<file path="config.mk">
export PLATFORM = sky130hd
export DESIGN_NAME = thread_fetch_sched
export DESIGN_NICKNAME = d
export VERILOG_FILES = /design/src/rtl/thread_fetch_sched_pkg.sv /design/src/rtl/thread_fetch_sched_rr_pick.sv /design/src/rtl/thread_fetch_sched.sv
export SDC_FILE = /design/constraint.sdc
export NUM_CORES = 1
export LEC_CHECK = 0
export ABC_AREA = 1
export ABC_CLOCK_PERIOD_IN_PS = 1700
export CAP_MARGIN = 20
export CORE_UTILIZATION = 30
export DETAILED_ROUTE_END_ITERATION = 8
export DONT_BUFFER_PORTS = 1
export PLACE_DENSITY = 0.45
export SLEW_MARGIN = 0
export SYNTH_ARGS = -nofsm -noshare
export SYNTH_HDL_FRONTEND = slang
export SYNTH_SLANG_ARGS = --single-unit
</file>
<file path="constraint.sdc">
create_clock -name clk_i -period 1.7 [get_ports clk_i]
set_input_delay 0.17 -clock clk_i [delete_from_list [all_inputs] [get_ports clk_i]]
set_output_delay 0.17 -clock clk_i [all_outputs]
set_load 0.02 [all_outputs]
</file>
<file path="src/rtl/thread_fetch_sched_pkg.sv">
// Shared types and constants for the multithreaded fetch scheduler.
package thread_fetch_sched_pkg;

  localparam int NUM_THREADS     = 2;
  localparam int NUM_THREADS_LOG = 1;
  localparam int MAX_QUANTUM     = 4;

  typedef logic [NUM_THREADS_LOG-1:0] tid_t;

  typedef enum logic {SCHED_IDLE, SCHED_RUN} sched_state_e;

  // Next thread id in round-robin order, wrapping after the last thread.
  function automatic tid_t tid_inc(tid_t t);
    if (int'(t) == NUM_THREADS - 1) begin
      return '0;
    end
    return t + tid_t'(1);
  endfunction

endpackage

</file>
<file path="src/rtl/thread_fetch_sched_rr_pick.sv">
// Combinational round-robin picker: first eligible, non-excluded thread
// starting at start_i and wrapping. Shared with issue-stage thread selection.
module thread_rr_pick
  import thread_fetch_sched_pkg::*;
(
  input  logic [NUM_THREADS-1:0] eligible_i,
  input  tid_t                   start_i,
  input  logic [NUM_THREADS-1:0] exclude_i,
  output logic                   found_o,
  output tid_t                   tid_o
);

  // Walk the threads from start_i in wrap-around order, first hit wins.
  always_comb begin
    tid_t idx;
    found_o = 1'b0;
    tid_o   = start_i;
    idx     = start_i;
    for (int i = 0; i < NUM_THREADS; i++) begin
      if (!found_o && eligible_i[idx] && !exclude_i[idx]) begin
        found_o = 1'b1;
        tid_o   = idx;
      end
      idx = tid_inc(idx);
    end
  end

endmodule

</file>
<file path="src/rtl/thread_fetch_sched.sv">
// Fetch thread scheduler: picks which hardware thread the frontend fetches
// next, round-robin among eligible threads with a bounded quantum.
module thread_fetch_sched
  import thread_fetch_sched_pkg::*;
(
  input  logic                       clk_i,
  input  logic                       rst_i,
  input  logic [NUM_THREADS-1:0]     thread_en_i,
  input  logic [NUM_THREADS-1:0]     thread_stall_i,
  input  logic [NUM_THREADS-1:0]     flush_i,
  input  logic                       fetch_ready_i,
  output logic                       fetch_valid_o,
  output logic [NUM_THREADS_LOG-1:0] fetch_tid_o,
  output logic                       switch_o
);

  localparam int               CNT_W   = $clog2(MAX_QUANTUM) + 1;
  localparam logic [CNT_W-1:0] CNT_MAX = CNT_W'(MAX_QUANTUM - 1);

  sched_state_e     state_q, state_d;
  tid_t             tid_q, tid_d;
  tid_t             last_tid_q, last_tid_d;
  logic             valid_q, valid_d;
  logic             switch_q, switch_d;
  logic             started_q, started_d;
  logic [CNT_W-1:0] cnt_q, cnt_d;

  logic [NUM_THREADS-1:0] eligible;
  logic [NUM_THREADS-1:0] exclude;
  tid_t                   pick_start;
  logic                   pick_found;
  tid_t                   pick_tid;
  logic                   cur_elig;
  logic                   accept;

  assign eligible = thread_en_i & ~thread_stall_i & ~flush_i;
  assign cur_elig = eligible[tid_q];
  assign accept   = valid_q & fetch_ready_i;

  // Search start and exclusion: from IDLE resume after the last grant (thread 0
  // before any grant), from RUN look past the current thread and skip it.
  always_comb begin
    exclude    = '0;
    pick_start = started_q ? tid_inc(last_tid_q) : '0;
    if (state_q == SCHED_RUN) begin
      exclude[tid_q] = 1'b1;
      pick_start     = tid_inc(tid_q);
    end
  end

  thread_rr_pick u_pick (
    .eligible_i (eligible),
    .start_i    (pick_start),
    .exclude_i  (exclude),
    .found_o    (pick_found),
    .tid_o      (pick_tid)
  );

  // State register plus the registered outputs, counter and history.
  always_ff @(posedge clk_i) begin
    if (rst_i) begin
      state_q    <= SCHED_IDLE;
      tid_q      <= '0;
      last_tid_q <= '0;
      valid_q    <= 1'b0;
      switch_q   <= 1'b0;
      started_q  <= 1'b0;
      cnt_q      <= '0;
    end else begin
      state_q    <= state_d;
      tid_q      <= tid_d;
      last_tid_q <= last_tid_d;
      valid_q    <= valid_d;
      switch_q   <= switch_d;
      started_q  <= started_d;
      cnt_q      <= cnt_d;
    end
  end

  // Next-state: RUN while some thread holds a grant, IDLE otherwise.
  always_comb begin
    state_d = state_q;
    case (state_q)
      SCHED_IDLE: if (pick_found) state_d = SCHED_RUN;
      SCHED_RUN:  if (!cur_elig && !pick_found) state_d = SCHED_IDLE;
      default:    state_d = SCHED_IDLE;
    endcase
  end

  // Grant, quantum counter and switch pulse for the next cycle.
  always_comb begin
    valid_d    = (state_d == SCHED_RUN);
    tid_d      = tid_q;
    last_tid_d = last_tid_q;
    started_d  = started_q;
    cnt_d      = cnt_q;
    switch_d   = 1'b0;
    if (state_q == SCHED_IDLE) begin
      if (pick_found) begin
        tid_d      = pick_tid;
        last_tid_d = pick_tid;
        started_d  = 1'b1;
        cnt_d      = '0;
        switch_d   = started_q && (pick_tid != last_tid_q);
      end
    end else if (!cur_elig) begin
      // Current thread dropped out: its grant goes away even if accepted now.
      cnt_d = '0;
      if (pick_found) begin
        tid_d      = pick_tid;
        last_tid_d = pick_tid;
        switch_d   = 1'b1;
      end
    end else if (accept) begin
      // Quantum only expires when a competitor is waiting; otherwise saturate.
      if (cnt_q == CNT_MAX && pick_found) begin
        tid_d      = pick_tid;
        last_tid_d = pick_tid;
        cnt_d      = '0;
        switch_d   = 1'b1;
      end else if (cnt_q != CNT_MAX) begin
        cnt_d = cnt_q + CNT_W'(1);
      end
    end
  end

  assign fetch_valid_o = valid_q;
  assign fetch_tid_o   = tid_q;
  assign switch_o      = switch_q;

endmodule

</file>
==> impl_summary.txt <==
----------------------------------------------------
[Run status]
  Status ... finished clean

[Synthesis]
  Post-synthesis sequential area ratio ... 27.2%
  Share of synthesized registers carrying an async set or reset ... 0%
  Per-instance average area after synthesis ... 6.32 um2
  Post-synthesis sequential element count ... 8
  Top FF cell, synth ... sky130_fd_sc_hd__dfxtp_1
  Synthesized netlist net count ... 103
  Synth top area share ... 27.2%
  Leading post-synthesis cells by cell area ... sky130_fd_sc_hd__dfxtp_1 27%, sky130_fd_sc_hd__nand2_1 15%, sky130_fd_sc_hd__nand2_2 13%
  Number of library cell types mapped by synthesis ... 19
  Cell with the most instances after synthesis ... sky130_fd_sc_hd__nand2_1
  Yosys top cell by area ... sky130_fd_sc_hd__dfxtp_1
  Netlist area before placement ... 588 um2
  Gate Count Post-Synth ... 93
  Yosys warning count ... 0
  List of most frequent post-synthesis cells ... 24 x sky130_fd_sc_hd__nand2_1, 12 x sky130_fd_sc_hd__nand2_2, 10 x sky130_fd_sc_hd__inv_1
  Count of flip-flops with a built-in enable after synthesis ... 0

[STA]
  Setup TNS ... 0 ns
  RSZ-0062 raised after global routing ... no
  # setup viols final ... 0
  Maximum clock frequency ... 703 MHz
  Relative max-transition margin ... 82.6%
  Final min period ... 1.42 ns
  Actual transition at the worst max-transition pin ... 0.260 ns
  Period Utilization, post-route ... 83.7%
  Max Clock Skew ... 0.00157 ns
  Number of hold violations in the final report ... 0
  Max-slew violation count ... 0

[Layout]
  Fill cell count ... 198
  Share of layout cells above drive strength 1 ... 28.0%
  Count of inserted antenna diode cells ... 0
  Area growth from synthesis to layout ... 14.7%
  Final Net Count ... 112

[Power and ir drop]
  Leakage power total ... 0.338 nW
  Internal cell power ... 449 uW
  Total chip power ... 811 uW
  Fraction of power spent switching nets ... 44.6%
  Share of total power in combinational logic ... 49.9%
  Power density over cell area ... 1200 nW/um2
  Clock network fraction of design power ... 18.1%
  Sw Pwr ... 362 uW
  Peak ir drop on the vdd network ... 0.000464 V
  Proportion of power drawn by flip-flops and latches ... 32.0%

[Worst setup path]
  Critical path capture point type ... flip-flop
  Crit path max fanout ... 3
  Required time worst endpoint ... 1.84 ns
  Type of the setup path with the least slack ... reg -> reg
  Critical path startpoint category ... flip-flop
  Crit path DAT ... 1.56 ns

[Global routing]
  Global routing usage summed across all routing layers ... 13.8%
  Global-route wire length before repair ... 2050 um
  Via count of the first global-routing pass ... 482
  Pin count of the biggest net entering global routing ... 8
  GR Overflow Total ... 0
  Number of antenna violations at the first check in global routing ... 0

[Clock network]
  Level count of the clock H-tree ... 1
  Post-CTS clock slew at the launch and capture registers of the worst setup and hold paths ... 0.06 ns
  Number of clock sinks ... 8
  Root Driver ... sky130_fd_sc_hd__clkbuf_4
  Clock tree from TritonCTS ... done
  Max Buffers Root-to-Sink ... 2
  Clock buffer count from CTS ... 3
  Clk_lat worst skew ... 0.25 ns

[Floorplan]
  Height of the die ... 46.3 um
  Initial Utilization ... 33.0%
  Floorplan Core Area ... 1780 um2
  Boundary pin count ... 12
  Total die area ... 2140 um2
  Die span in x ... 46.3 um
  Num rows ... 15

[Drt]
  DRT Wirelength ... 1230 um
  DRT antenna net count ... 0
  Number of DRC violations after detailed-routing iteration 0 ... 3
  Routed length per instance ... 9.83 um
  Number of iterations in the first detailed-routing pass ... 4
  Count of vias placed by the detailed router ... 549
  Detail-routed via count per cell ... 4.39
  Residual DRC ... 0

[Placement]
  IO buf count ... 0
  GP Congestion ... 0.785
  DP HPWL ... 992 um

[Hold path]
  Classification of the worst-slack hold path ... in -> reg

[Flow run]
  Max-cap viol count ... 0

----------------------------------------------------
-- final cells by class --
| cell class | instances | area, um2 | share of cell area, % |
|---|---|---|---|
| timing repair buffer | 4 | 32.5 | 4.82 |
| inverter | 15 | 56.3 | 8.35 |
| clock buffer | 3 | 22.5 | 3.34 |
| sequential | 8 | 160 | 23.7 |
| multi-input combinational | 70 | 372 | 55.1 |
| tap | 25 | 31.3 | 4.64 |
-- kinds of logic (layout without fill, tap and decap cells) --
family / after synthesis / count (layout) / share of synthesized area (%)
simple gates: 57 / 57 / 49.6
fa+ha+maj: 1 / 1 / 2.13
buf+inv: 15 / 22 / 9.58
flops: 8 / 8 / 27.2
compound gates: 12 / 12 / 11.5
-- through the flow --
step | util [%] | hold slack (ns) | setup WS [ns] | instance area, um2 | std cells
CTS | 37.8 | 0.0665 | 0.272 | 674 | 125
floorplan | - | 0.239 | 0.287 | 588 | 93
finish | 37.8 | 0.0700 | 0.277 | 674 | 125
global placement | 36.0 | 0.242 | 0.316 | 642 | 121
global route | 37.8 | 0.0755 | 0.138 | 674 | 125
detailed placement | 36.0 | 0.242 | 0.289 | 642 | 121
-- registers in the layout (all words and copies together) (netlist names) --
name,count
started_q,1
cnt_q,3
switch_o,1
last_tid_q,1
fetch_tid_o,1
fetch_valid_o,1
-- power by group through the flow --
stage | registers (mW) | clock network, mW | logic, mW
finish | 0.259 | 0.147 | 0.405
global route | 0.265 | 0.158 | 0.456
global placement | 0.265 | 0 | 0.401
floorplan | 0.275 | 0 | 0.302
CTS | 0.260 | 0.152 | 0.406
detailed placement | 0.262 | 0 | 0.399
-- cell usage in the layout, fill, tap and decap left out, types with 3 or more instances in the layout --
cell / n
sky130_fd_sc_hd__nor2_1: 7
sky130_fd_sc_hd__o21ai_0: 3
sky130_fd_sc_hd__dfxtp_1: 8
sky130_fd_sc_hd__nand2_2: 12
sky130_fd_sc_hd__a21oi_1: 5
sky130_fd_sc_hd__inv_1: 10
sky130_fd_sc_hd__inv_2: 5
sky130_fd_sc_hd__nand2_1: 24
sky130_fd_sc_hd__buf_4: 3
sky130_fd_sc_hd__clkbuf_4: 3
sky130_fd_sc_hd__nand3_1: 7
-- repair_timing --
item | CTS | global route
setup buffers | 0 | 0
gates resized for setup | 0 | 0
hold endpoints to repair | 6 | 0
hold buffers | 1 | 0
-- worst max-delay path, stage by stage, from the launching register on --
cell	delay (ns)
sky130_fd_sc_hd__dfxtp_1	0.35
sky130_fd_sc_hd__ha_1	0.15
sky130_fd_sc_hd__inv_1	0.05
sky130_fd_sc_hd__nor2_1	0.14
sky130_fd_sc_hd__inv_1	0.07
sky130_fd_sc_hd__o21ai_0	0.20
sky130_fd_sc_hd__nand2_2	0.08
sky130_fd_sc_hd__nand2_2	0.09
sky130_fd_sc_hd__inv_2	0.05
sky130_fd_sc_hd__o21ai_1	0.11
sky130_fd_sc_hd__nor2_1	0.04
-- worst paths after layout --
check / endpoint / start / slack (ns) / cells after the start
worst max-delay path: cnt_q[1]$_SDFFE_PP0P_ / cnt_q[1]$_SDFFE_PP0P_ / 0.28 / 10
worst min-delay path: cnt_q[0]$_SDFFE_PP0P_ / rst_i / 0.07 / 3
worst max register to register: cnt_q[1]$_SDFFE_PP0P_ / cnt_q[1]$_SDFFE_PP0P_ / 0.28 / 10
worst min register to register: cnt_q[2]$_SDFFE_PP0P_ / cnt_q[2]$_SDFFE_PP0P_ / 0.45 / 2
-- metal layers --
metal / vias up / wire length (um) / track usage [%]
li1: 309 / - / -
met1: 231 / 669 / 19.9
met2: 7 / 507 / 19.4
met3: 2 / 48 / 5.88
met4: 0 / 4 / 1.76
met5: - / 0 / 0
(Power assumes the default switching activity.)
